[config.mk]
export PLATFORM = sky130hd
export DESIGN_NAME = power_sequencer
export DESIGN_NICKNAME = d
export VERILOG_FILES = /design/src/rtl/power_seq_pkg.sv /design/src/rtl/power_seq_timer.sv /design/src/rtl/power_sequencer.sv
export SDC_FILE = /design/constraint.sdc
export NUM_CORES = 1
export LEC_CHECK = 0
export ABC_AREA = 1
export CORE_UTILIZATION = 40
export CTS_CLUSTER_SIZE = 40
export DETAILED_ROUTE_END_ITERATION = 8
export PLACE_DENSITY = 0.59
export SLEW_MARGIN = 25
export SYNTH_ARGS = -nofsm -noshare
export SYNTH_HDL_FRONTEND = slang
export SYNTH_SLANG_ARGS = --single-unit
[constraint.sdc]
create_clock -name clk -period 5.9 [get_ports clk]
set_input_delay 0.885 -clock clk [delete_from_list [all_inputs] [get_ports clk]]
set_output_delay 0.885 -clock clk [all_outputs]
set_load 0.02 [all_outputs]
[src/rtl/power_seq_pkg.sv]
`default_nettype none
// ============================================================================
//  Module   : power_seq_pkg
//  Purpose  : Shared types and constants for the board power sequencer:
//             FSM state encoding, stage indices, fault code, rail vector
//             type and the stage-to-rail decode used by the sequencer.
//  Revision : 1.0  initial release
// ============================================================================
package power_seq_pkg;

    // Width of the shared settle / power-good timeout counter.
    localparam int c_timer_w = 32;

    typedef enum logic [2:0] {
        ST_OFF        = 3'd0,
        ST_UP_STEP    = 3'd1,
        ST_UP_WAIT_PG = 3'd2,
        ST_ON         = 3'd3,
        ST_DOWN_STEP  = 3'd4
    } seq_state_t;

    // Stage indices: the stage register holds how many steps of the
    // power-on sequence are currently applied.
    localparam logic [3:0] c_stage_off         = 4'd0;
    localparam logic [3:0] c_stage_atx         = 4'd1;
    localparam logic [3:0] c_stage_main        = 4'd2;
    localparam logic [3:0] c_stage_2v5         = 4'd3;
    localparam logic [3:0] c_stage_1v8         = 4'd4;
    localparam logic [3:0] c_stage_1v5_1v2     = 4'd5;
    localparam logic [3:0] c_stage_1v0         = 4'd6;
    localparam logic [3:0] c_stage_mgt_avcc    = 4'd7;
    localparam logic [3:0] c_stage_mgt_avttx   = 4'd8;
    localparam logic [3:0] c_stage_mgt_avccpll = 4'd9;
    localparam logic [3:0] c_stage_last        = c_stage_mgt_avccpll;

    // fault_stage code for a power-good lost while fully on.
    localparam logic [3:0] c_fault_stage_pg_loss = 4'hF;

    typedef struct packed {
        logic atx_ps_on_n;
        logic main_en;          // G12V / G5V / G3V3 enables
        logic inhibit_2v5;
        logic track_2v5;
        logic inhibit_1v8;
        logic inhibit_1v5_1v2;
        logic inhibit_1v0;
        logic mgt_avcc_en;
        logic mgt_avttx_en;
        logic mgt_avccpll_en;
    } rail_vec_t;

    // Every rail is a pure "stage >= k" decode, so rails can only switch in
    // sequence order regardless of how the stage register moves.
    function automatic rail_vec_t rails_for_stage(input logic [3:0] stage);
        rail_vec_t r;
        r.atx_ps_on_n     = !(stage >= c_stage_atx);
        r.main_en         =  (stage >= c_stage_main);
        r.inhibit_2v5     = !(stage >= c_stage_2v5);
        r.track_2v5       =  (stage >= c_stage_2v5);
        r.inhibit_1v8     = !(stage >= c_stage_1v8);
        r.inhibit_1v5_1v2 = !(stage >= c_stage_1v5_1v2);
        r.inhibit_1v0     = !(stage >= c_stage_1v0);
        r.mgt_avcc_en     =  (stage >= c_stage_mgt_avcc);
        r.mgt_avttx_en    =  (stage >= c_stage_mgt_avttx);
        r.mgt_avccpll_en  =  (stage >= c_stage_mgt_avccpll);
        return r;
    endfunction

    // Stages whose entry must be confirmed by a power-good input.
    function automatic logic stage_needs_pg(input logic [3:0] stage);
        return (stage == c_stage_atx) || (stage >= c_stage_mgt_avcc);
    endfunction

endpackage : power_seq_pkg
`default_nettype wire

[src/rtl/power_seq_timer.sv]
`default_nettype none
// ============================================================================
//  Module   : power_seq_timer
//  Purpose  : Loadable down-counter shared by settle-time and power-good
//             timeout measurement. Loading N makes o_expired rise N cycles
//             later (N = 0 -> expired on the very next cycle).
//  Ports    : clk, rst (async, active-high)
//             i_load        load strobe
//             i_load_value  value loaded on i_load
//             o_expired     counter has reached zero
//  Revision : 1.0  initial release
// ============================================================================
module power_seq_timer
    import power_seq_pkg::*;
(
    input  logic                 clk,
    input  logic                 rst,
    input  logic                 i_load,
    input  logic [c_timer_w-1:0] i_load_value,
    output logic                 o_expired
);

    logic [c_timer_w-1:0] r_count;

    always_ff @(posedge clk or posedge rst) begin
        if (rst) begin
            r_count <= '0;
        end else if (i_load) begin
            r_count <= i_load_value;
        end else if (r_count != '0) begin
            r_count <= r_count - 1'b1;
        end
    end

    assign o_expired = (r_count == '0);

endmodule : power_seq_timer
`default_nettype wire

[src/rtl/power_sequencer.sv]
`default_nettype none
// ============================================================================
//  Module   : power_sequencer
//  Purpose  : Sequences the board supplies on and off in a fixed order.
//             A 0..9 stage register drives all rail outputs through a
//             registered "stage >= k" decode. Power-up waits on power-good
//             feedback for stages 1,7,8,9 and settles STEP_WAIT cycles after
//             every stage; power-down walks the stages back one every
//             STEP_WAIT+1 cycles. Power-good timeouts and losses raise a
//             fault and start an orderly power-down.
//  Ports    : clk, reset (async, active-high)
//             power_up / power_down        one-cycle requests
//             ATX_PWR_OK, MGT_*_PG         power-good feedback
//             power_up_done/power_down_done/power_fault  one-cycle strobes
//             fault_stage                  stage of the last fault (F = loss)
//             ATX_PS_ON_N, TRACK/INHIBIT_*, *_EN  rail controls
//  Revision : 1.0  initial release
// ============================================================================
module power_sequencer
    import power_seq_pkg::*;
#(
    parameter logic [31:0] STEP_WAIT  = 32'h0001_ffff,
    parameter logic [31:0] PG_TIMEOUT = 32'h003f_ffff
) (
    input  logic       clk,
    input  logic       reset,
    input  logic       power_up,
    input  logic       power_down,
    input  logic       ATX_PWR_OK,
    input  logic       MGT_AVCC_PG,
    input  logic       MGT_AVTTX_PG,
    input  logic       MGT_AVCCPLL_PG,
    output logic       power_up_done,
    output logic       power_down_done,
    output logic       power_fault,
    output logic [3:0] fault_stage,
    output logic       ATX_PS_ON_N,
    output logic       TRACK_2V5,
    output logic       INHIBIT_2V5,
    output logic       INHIBIT_1V8,
    output logic       INHIBIT_1V5,
    output logic       INHIBIT_1V2,
    output logic       INHIBIT_1V0,
    output logic       MGT_AVCC_EN,
    output logic       MGT_AVTTX_EN,
    output logic       MGT_AVCCPLL_EN,
    output logic       G12V_EN,
    output logic       G5V_EN,
    output logic       G3V3_EN
);

    // The timer expires one cycle after reaching zero is observed, so a
    // PG wait loaded with PG_TIMEOUT-1 samples the power-good on exactly
    // PG_TIMEOUT cycles before declaring a fault.
    localparam logic [31:0] c_pg_wait_load =
        (PG_TIMEOUT == 32'd0) ? 32'd0 : (PG_TIMEOUT - 32'd1);

    seq_state_t r_state;
    seq_state_t w_state_next;
    logic [3:0] r_stage;
    logic [3:0] w_stage_next;

    logic        w_tmr_load;
    logic [31:0] w_tmr_value;
    logic        w_tmr_expired;

    logic       w_up_done;
    logic       w_down_done;
    logic       w_fault;
    logic [3:0] w_fault_stage;

    logic       r_up_done;
    logic       r_down_done;
    logic       r_fault;
    logic [3:0] r_fault_stage;
    rail_vec_t  r_rails;

    logic w_pg_awaited;
    logic w_all_pg;
    logic [3:0] w_stage_inc;

    assign w_all_pg    = ATX_PWR_OK & MGT_AVCC_PG & MGT_AVTTX_PG & MGT_AVCCPLL_PG;
    assign w_stage_inc = r_stage + 4'd1;

    // Power-good that gates the current stage.
    always_comb begin
        w_pg_awaited = 1'b0;
        case (r_stage)
            c_stage_atx:         w_pg_awaited = ATX_PWR_OK;
            c_stage_mgt_avcc:    w_pg_awaited = MGT_AVCC_PG;
            c_stage_mgt_avttx:   w_pg_awaited = MGT_AVTTX_PG;
            c_stage_mgt_avccpll: w_pg_awaited = MGT_AVCCPLL_PG;
            default:             w_pg_awaited = 1'b0;
        endcase
    end

    power_seq_timer u_timer (
        .clk          (clk),
        .rst          (reset),
        .i_load       (w_tmr_load),
        .i_load_value (w_tmr_value),
        .o_expired    (w_tmr_expired)
    );

    always_ff @(posedge clk or posedge reset) begin
        if (reset) begin
            r_state <= ST_OFF;
            r_stage <= c_stage_off;
        end else begin
            r_state <= w_state_next;
            r_stage <= w_stage_next;
        end
    end

    // Next-state logic. A power_down request takes priority over every
    // other event in the up/on states, including a simultaneous power-good
    // loss, so a requested shutdown is never reported as a fault.
    always_comb begin
        w_state_next  = r_state;
        w_stage_next  = r_stage;
        w_tmr_load    = 1'b0;
        w_tmr_value   = STEP_WAIT;
        w_up_done     = 1'b0;
        w_down_done   = 1'b0;
        w_fault       = 1'b0;
        w_fault_stage = r_fault_stage;

        case (r_state)
            ST_OFF: begin
                if (power_up && !power_down) begin
                    w_stage_next = c_stage_atx;
                    w_state_next = ST_UP_WAIT_PG;
                    w_tmr_load   = 1'b1;
                    w_tmr_value  = c_pg_wait_load;
                end
            end

            ST_UP_WAIT_PG: begin
                if (power_down) begin
                    w_state_next = ST_DOWN_STEP;
                    w_tmr_load   = 1'b1;
                end else if (w_pg_awaited) begin
                    w_state_next = ST_UP_STEP;
                    w_tmr_load   = 1'b1;
                end else if (w_tmr_expired) begin
                    w_fault       = 1'b1;
                    w_fault_stage = r_stage;
                    w_state_next  = ST_DOWN_STEP;
                    w_tmr_load    = 1'b1;
                end
            end

            ST_UP_STEP: begin
                if (power_down) begin
                    w_state_next = ST_DOWN_STEP;
                    w_tmr_load   = 1'b1;
                end else if (w_tmr_expired) begin
                    if (r_stage == c_stage_last) begin
                        w_state_next = ST_ON;
                        w_up_done    = 1'b1;
                    end else begin
                        w_stage_next = w_stage_inc;
                        w_tmr_load   = 1'b1;
                        if (stage_needs_pg(w_stage_inc)) begin
                            w_state_next = ST_UP_WAIT_PG;
                            w_tmr_value  = c_pg_wait_load;
                        end
                    end
                end
            end

            ST_ON: begin
                if (power_down) begin
                    w_state_next = ST_DOWN_STEP;
                    w_tmr_load   = 1'b1;
                end else if (!w_all_pg) begin
                    w_fault       = 1'b1;
                    w_fault_stage = c_fault_stage_pg_loss;
                    w_state_next  = ST_DOWN_STEP;
                    w_tmr_load    = 1'b1;
                end
            end

            ST_DOWN_STEP: begin
                if (r_stage == c_stage_off) begin
                    // Defensive: nothing left to switch off.
                    w_state_next = ST_OFF;
                    w_down_done  = 1'b1;
                end else if (w_tmr_expired) begin
                    w_stage_next = r_stage - 4'd1;
                    w_tmr_load   = 1'b1;
                    if (r_stage == c_stage_atx) begin
                        w_state_next = ST_OFF;
                        w_down_done  = 1'b1;
                    end
                end
            end

            default: begin
                w_state_next = ST_OFF;
                w_stage_next = c_stage_off;
            end
        endcase
    end

    // Rails decode the next stage so they switch on the same edge as the
    // stage register while still coming straight from flops.
    always_ff @(posedge clk or posedge reset) begin
        if (reset) begin
            r_up_done     <= 1'b0;
            r_down_done   <= 1'b0;
            r_fault       <= 1'b0;
            r_fault_stage <= 4'd0;
            r_rails       <= rails_for_stage(c_stage_off);
        end else begin
            r_up_done     <= w_up_done;
            r_down_done   <= w_down_done;
            r_fault       <= w_fault;
            r_fault_stage <= w_fault_stage;
            r_rails       <= rails_for_stage(w_stage_next);
        end
    end

    assign power_up_done   = r_up_done;
    assign power_down_done = r_down_done;
    assign power_fault     = r_fault;
    assign fault_stage     = r_fault_stage;

    assign ATX_PS_ON_N    = r_rails.atx_ps_on_n;
    assign G12V_EN        = r_rails.main_en;
    assign G5V_EN         = r_rails.main_en;
    assign G3V3_EN        = r_rails.main_en;
    assign INHIBIT_2V5    = r_rails.inhibit_2v5;
    assign TRACK_2V5      = r_rails.track_2v5;
    assign INHIBIT_1V8    = r_rails.inhibit_1v8;
    assign INHIBIT_1V5    = r_rails.inhibit_1v5_1v2;
    assign INHIBIT_1V2    = r_rails.inhibit_1v5_1v2;
    assign INHIBIT_1V0    = r_rails.inhibit_1v0;
    assign MGT_AVCC_EN    = r_rails.mgt_avcc_en;
    assign MGT_AVTTX_EN   = r_rails.mgt_avttx_en;
    assign MGT_AVCCPLL_EN = r_rails.mgt_avccpll_en;

endmodule : power_sequencer
`default_nettype wire

# Word level (Yosys, flattened, before mapping)
# Cells that the tools add are included.
# totals
inputBits,8
reg_bits,56
# op_classes
bitwise_logic,3
muxes,59
order_cmp,10
eq_ne,21
addsub,3
reduce_logical,17
# ops
operator,count
$mux W22,5
$mux W32,2
$mux W4,11
$pmux W22 S2,1
$mux W3,13
$logic_not A32 Y1,1
$reduce_bool A32 Y1,1
$sub A32 B1 Y32 const B,1
$mux W1,21
$ge A4 B3 Y1 const B,5
$pmux W4 S4,1
$pmux W3 S5,1
$ne A2 B2 Y1 const B,5
$eq A4 B1 Y1 const B,2
$eq A4 B4 Y1 const B,2
$ge A4 B2 Y1 const B,2
$ge A4 B4 Y1 const B,2
$pmux W4 S2,1
$reduce_and A7 Y1,1
$eq A3 B2 Y1 const B,2
$logic_not A1 Y1,6
$ne A3 B2 Y1 const B,2
$ne A3 B3 Y1 const B,2
$reduce_and A6 Y1,1
19 further kinds,22

# Depth between registers and ports, before layout
# depth
depth_word,9
depth_mapped,15
depth_no_buf,15

# Cells and area by module
# Synthesis repeated with hierarchy kept, for this count alone.
# hier_totals
cells_unflattened,571
area_unflattened_um2,3877.5
# modules_own_cells
module,instances,area_each_um2,cells_per_inst,seq_area_each_um2
power_seq_timer,1,2260.9,343,800.8
power_sequencer,1,1616.6,228,581.8

# Worst setup path before layout
# OpenSTA, ideal clock, no wires.
# synth_timing
path_kind,input port to flip-flop
from,input port ATX_PWR_OK
to,register u_timer.r_count[15]
n_path_buf,1
required_ns,5.766
path_stages,10
t_arrival_ns,1.826
path_slack_ns,3.940
cell_sequence,nand4_1 -> inv_1 -> o21ai_0 -> a21oi_1 -> nand2_1 -> nand2_2 -> nand2_2 -> inv_2 -> buf_2 -> o211ai_1
# synth_between
elab_chain_len,7
# synth_rtl
item,line_no,rtl
start: declaration,power_sequencer.sv:29,"input logic ATX_PWR_OK,"
$and A1 B1 Y1 (3 in a row),power_sequencer.sv:82,assign w_all_pg = ATX_PWR_OK & MGT_AVCC_PG & MGT_AVTTX_PG & MGT_AVCCPLL_PG;
$mux W1,power_sequencer.sv:176,end else if (!w_all_pg) begin
$mux W1,power_sequencer.sv:173,if (power_down) begin
$pmux W1 S5 (*),power_sequencer.sv:128,case (r_state)
$mux W32 or $reduce_bool A2 Y1 (tied branches),n/a,
end signal: assignment,power_seq_timer.sv:29,r_count <= i_load_value;
end signal: assignment,power_seq_timer.sv:31,r_count <= r_count - 1'b1;
end: declaration,power_seq_timer.sv:23,logic [c_timer_w-1:0] r_count;
# Mark *: on every way between the ends. The rest lies on a longest branch, timed or not.
# A chain may end at the register's enable or synchronous reset.

# Worst setup path in the final report
# layout_timing
from,input port power_down
to,register u_timer.r_count[17]
# layout_between
elab_chain_len,5
# layout_rtl
item,line_no,rtl
start: declaration,power_sequencer.sv:28,"input logic power_down,"
$logic_not A1 Y1,power_sequencer.sv:130,if (power_up && !power_down) begin
$logic_and A1 B1 Y1,power_sequencer.sv:130,
$mux W1 or $mux W22 (tied branches),power_sequencer.sv:130,
$pmux W1 S5 or $pmux W22 S2 (tied branches),power_sequencer.sv:128,
$mux W32 or $reduce_bool A2 Y1 (tied branches),n/a,
# Several ways; a longest one is shown, not always the timed one.

==> out/results.tsv <==
stage	metric	value	unit
cts	CTS buffer count	5	
timing	crit path time final	2.821	ns
setup_path	largest stage delay on the critical path	0.48	ns
power_and_ir_drop	Seq pwr share	42.0	%
final_layout	Area growth syn-to-layout	12.62	%
timing	setup violators final	0	
cts	Sink Count	55	
timing	RSZ-0062 raised after global routing	false	
final_layout	nets@finish	502	
power_and_ir_drop	Max IR drop VDD	0.1921	mV
setup_path	crit path DAT	3.04	ns
worst_hold_path	hold crit path type	flop to flop	
setup_path	critical path class	input port to flop	
setup_path	Worst Setup Start Kind	input port	
flow_run	max_cap viols	0	
timing	Slew headroom	55.11	%
logic_synthesis	Post-synth ARST share	100.0	%
power_and_ir_drop	PnR Total Power	1148	uW
logic_synthesis	register area share after synthesis	39.85	%
setup_path	Worst EP required	6.12	ns
cts	htree depth	2	
cts	CTS resizes	0	
timing	Clock Skew	0.009391	ns
die	number of I/O pins	28	
final_layout	share of cells above drive strength 1	12.68	%
placement	PortBufs	27	
setup_path	crit path max-delay cell type	clkdlybuf4s50_1	
detailed_routing	Routed WL	7.644	mm
die	DIE AREA	0.009051	mm2
power_and_ir_drop	Sw Share	40.84	%
final_layout	Layout Utilization	47.08	%
cts	hold buffer count at cts	0	
power_and_ir_drop	clock share of power	19.3	%
placement	post-placement setup slack	2.749	ns
logic_synthesis	synthesized area	0.003470	mm2
grt	antenna violations before repair	0	
grt	largest net degree at the start of global routing	56	
die	Initial Utilization	41.81	%
status	status	complete, no violations	
timing	Max Fclk	354.5	MHz
logic_synthesis	Yosys warning total	0	
cts	TritonCTS clock tree	done	
timing	Slew Limit Fails	0	
grt	first-pass GRT wire length	13.29	mm
placement	Post-DP HPWL	5.697	mm
die	row count	33	
grt	grt total ovfl	0	
final_layout	diode count	0	
grt	Total GRT Usage	18.73	%
setup_path	Crit. path cell count	11	
logic_synthesis	Avg Inst Size Synth	7.510	um2
final_layout	Fillers	841	
logic_synthesis	Cells after Synth	462	
cts	root buffer cell	clkbuf_8	
power_and_ir_drop	Power Internal	679.1	uW
power_and_ir_drop	Psw	468.8	uW
setup_path	Max Fanout on Critical Path	16	
cts	clock tree buffer depth	2	
setup_path	CP Buf/Inv Count	4	
grt	number of global-route vias before repair	2836	
setup_path	crit path capture type	flop	
timing	worst slew pin tran	0.6734	ns
logic_synthesis	Yosys reg bits	55	
logic_synthesis	post-synth cell types	40	
timing	TNS Setup	0	ns
detailed_routing	DRC Markers	0	
die	Die H	95.14	um
worst_hold_path	WHS Path Cells	2	
timing	period utilisation layout	47.81	%
logic_synthesis	EDFF count, synth	0	
detailed_routing	WL/cell	12.87	um
detailed_routing	vias	2943	
logic_synthesis	Post-Syn Nets	476	
setup_path	Reg2Reg Depth	12	
cts	clock slew at reported path FFs	0.11	ns
detailed_routing	ANT nets after route	0	
setup_path	most used cell, CP	nand2_1	
logic_synthesis	Synth Flop Type	dfrtp_1	
die	die width	95.14	um
timing	Hold Worst Slack	0.5002	ns
cts	postcts setup bufs	0	
timing	worst setup margin	3.079	ns
placement	final weighted congestion in routability-driven placement	0.8548	
setup_path	CP cell instances	clkdlybuf4s50_1 -> inv_1 -> o21ai_0 -> a21oi_1 -> nand2_1 -> nand2_2 -> nand2_2 -> inv_2 -> nand2_1 -> nand2_1 -> inv_1	
setup_path	crit-path leading delay family	buffers and inverters	
power_and_ir_drop	LEAKAGE	0.001861	uW
power_and_ir_drop	Pwr per Cell Area	293.8	mW/mm2
detailed_routing	Pre-Repair DR Iteration Count	4	
power_and_ir_drop	Logic pwr share	38.7	%
detailed_routing	Via density	4.955	
cts	clk_lat worst skew	0.32	ns
detailed_routing	DRT iter0 DRCs	147	
timing	endpoints failing hold	0	
die	Core ar.	0.008299	mm2
## area by class of cell
type	instances	area (um2)	area share [%]
inverters	60	227.7	5.828
multi-input cells	338	1794	45.92
well taps	105	131.4	3.362
repair buffers	28	277.8	7.109
clock inverters	3	25.02	0.6404
flip-flops and latches	55	1383	35.38
clock buffers	5	68.82	1.761
## cells by family (layout without fill, tap and decap cells)
kind of cell | Yosys count | after routing | synth area share (%)
AO/OA/AOI/OAI | 34 | 34 | 5.950
XOR/XNOR | 23 | 23 | 5.806
adder cells (fa/ha/maj) | 6 | 6 | 2.164
buffers and inverters | 69 | 96 | 8.438
flip-flops | 55 | 55 | 39.85
AND/OR/NAND/NOR | 275 | 275 | 37.79
## worst register-to-register path: cells and delay by family (launching register included)
family,cells,cell delay [ns]
AOI/OAI and AO/OA,1,0.17
DFF,1,0.57
and+or+nand+nor,7,0.98
adders and majority gates,1,0.29
buffers and inverters,3,0.46
## registers in the layout (all words and copies together) (netlist names)
name and flops:
INHIBIT_1V8 1, power_up_done 1, MGT_AVTTX_EN 1, G12V_EN 1, TRACK_2V5 1, power_fault 1
INHIBIT_1V0 1, r_stage 3, power_down_done 1, r_state 3, MGT_AVCC_EN 1, MGT_AVCCPLL_EN 1
INHIBIT_2V5 1, ATX_PS_ON_N 1, fault_stage 4, INHIBIT_1V2 1, u_timer.r_count 32
## synthesized netlist by cell type, drive strengths merged, types with 8 or more instances
library cell	n	area, um2
a21oi	8	43.79
buf	9	65.06
dfrtp	50	1251
inv	59	224.0
nand2	123	499.2
nand3	40	220.2
nand4	13	87.58
nor2	81	400.4
nor3	11	60.06
o21ai	16	80.07
xnor2	9	78.83
xor2	14	122.6
## power groups by stage
stage	Sequential, uW	Combinational [uW]	Clock [uW]
2_1_floorplan	505	304	0
3_3_place_gp	489	441	0
3_5_place_dp	490	443	0
4_1_cts	483	447	232
5_1_grt	492	503	246
6_report	483	444	221
## layout by cell type (no fill, tap or decap), types with 4 or more instances in the layout
cell and n:
nand3_1 36, o21ai_0 15, dfstp_2 5, nor2_1 65, xor2_1 14, a21oi_1 7, nand2_2 12, clkbuf_8 5
dfrtp_1 50, nor3_1 10, clkdlybuf4s50_1 27, o211ai_1 6, inv_2 9, nand2_1 110, nor2_2 10, xnor2_1 9
ha_1 6, nand4_1 12, nand3_2 4, inv_1 49
## layer usage
| layer | global-route usage [%] | routed length (um) | part of all wire [%] | vias to the layer above |
|---|---|---|---|---|
| met5 | 0 | 0 | 0 | - |
| met4 | 4.040 | 50 | 0.65 | 0 |
| met3 | 2.632 | 214 | 2.8 | 4 |
| met2 | 31.61 | 3700 | 48 | 50 |
| met1 | 25.37 | 3679 | 48 | 1377 |
| li1 | - | - | - | 1512 |
## path summary, 6_finish.rpt
kind | from | endpoint | slack, ns
max | power_down | u_timer.r_count[17] | 3.08
max in group asynchronous | reset | u_timer.r_count[17] | 4.40
min in group asynchronous | reset | u_timer.r_count[28] | 1.07
max reg2reg | r_stage[0] | u_timer.r_count[17] | 3.36
min reg2reg | fault_stage[2] | fault_stage[2] | 0.50
min | fault_stage[2] | fault_stage[2] | 0.50
## through the flow
step	std cells	area, um2
finish	594	3908
global route	594	3908
CTS	594	3908
detailed placement	586	3814
global placement	586	3814
floorplan	462	3470
Note: power is estimated with default switching activity, not from simulation.
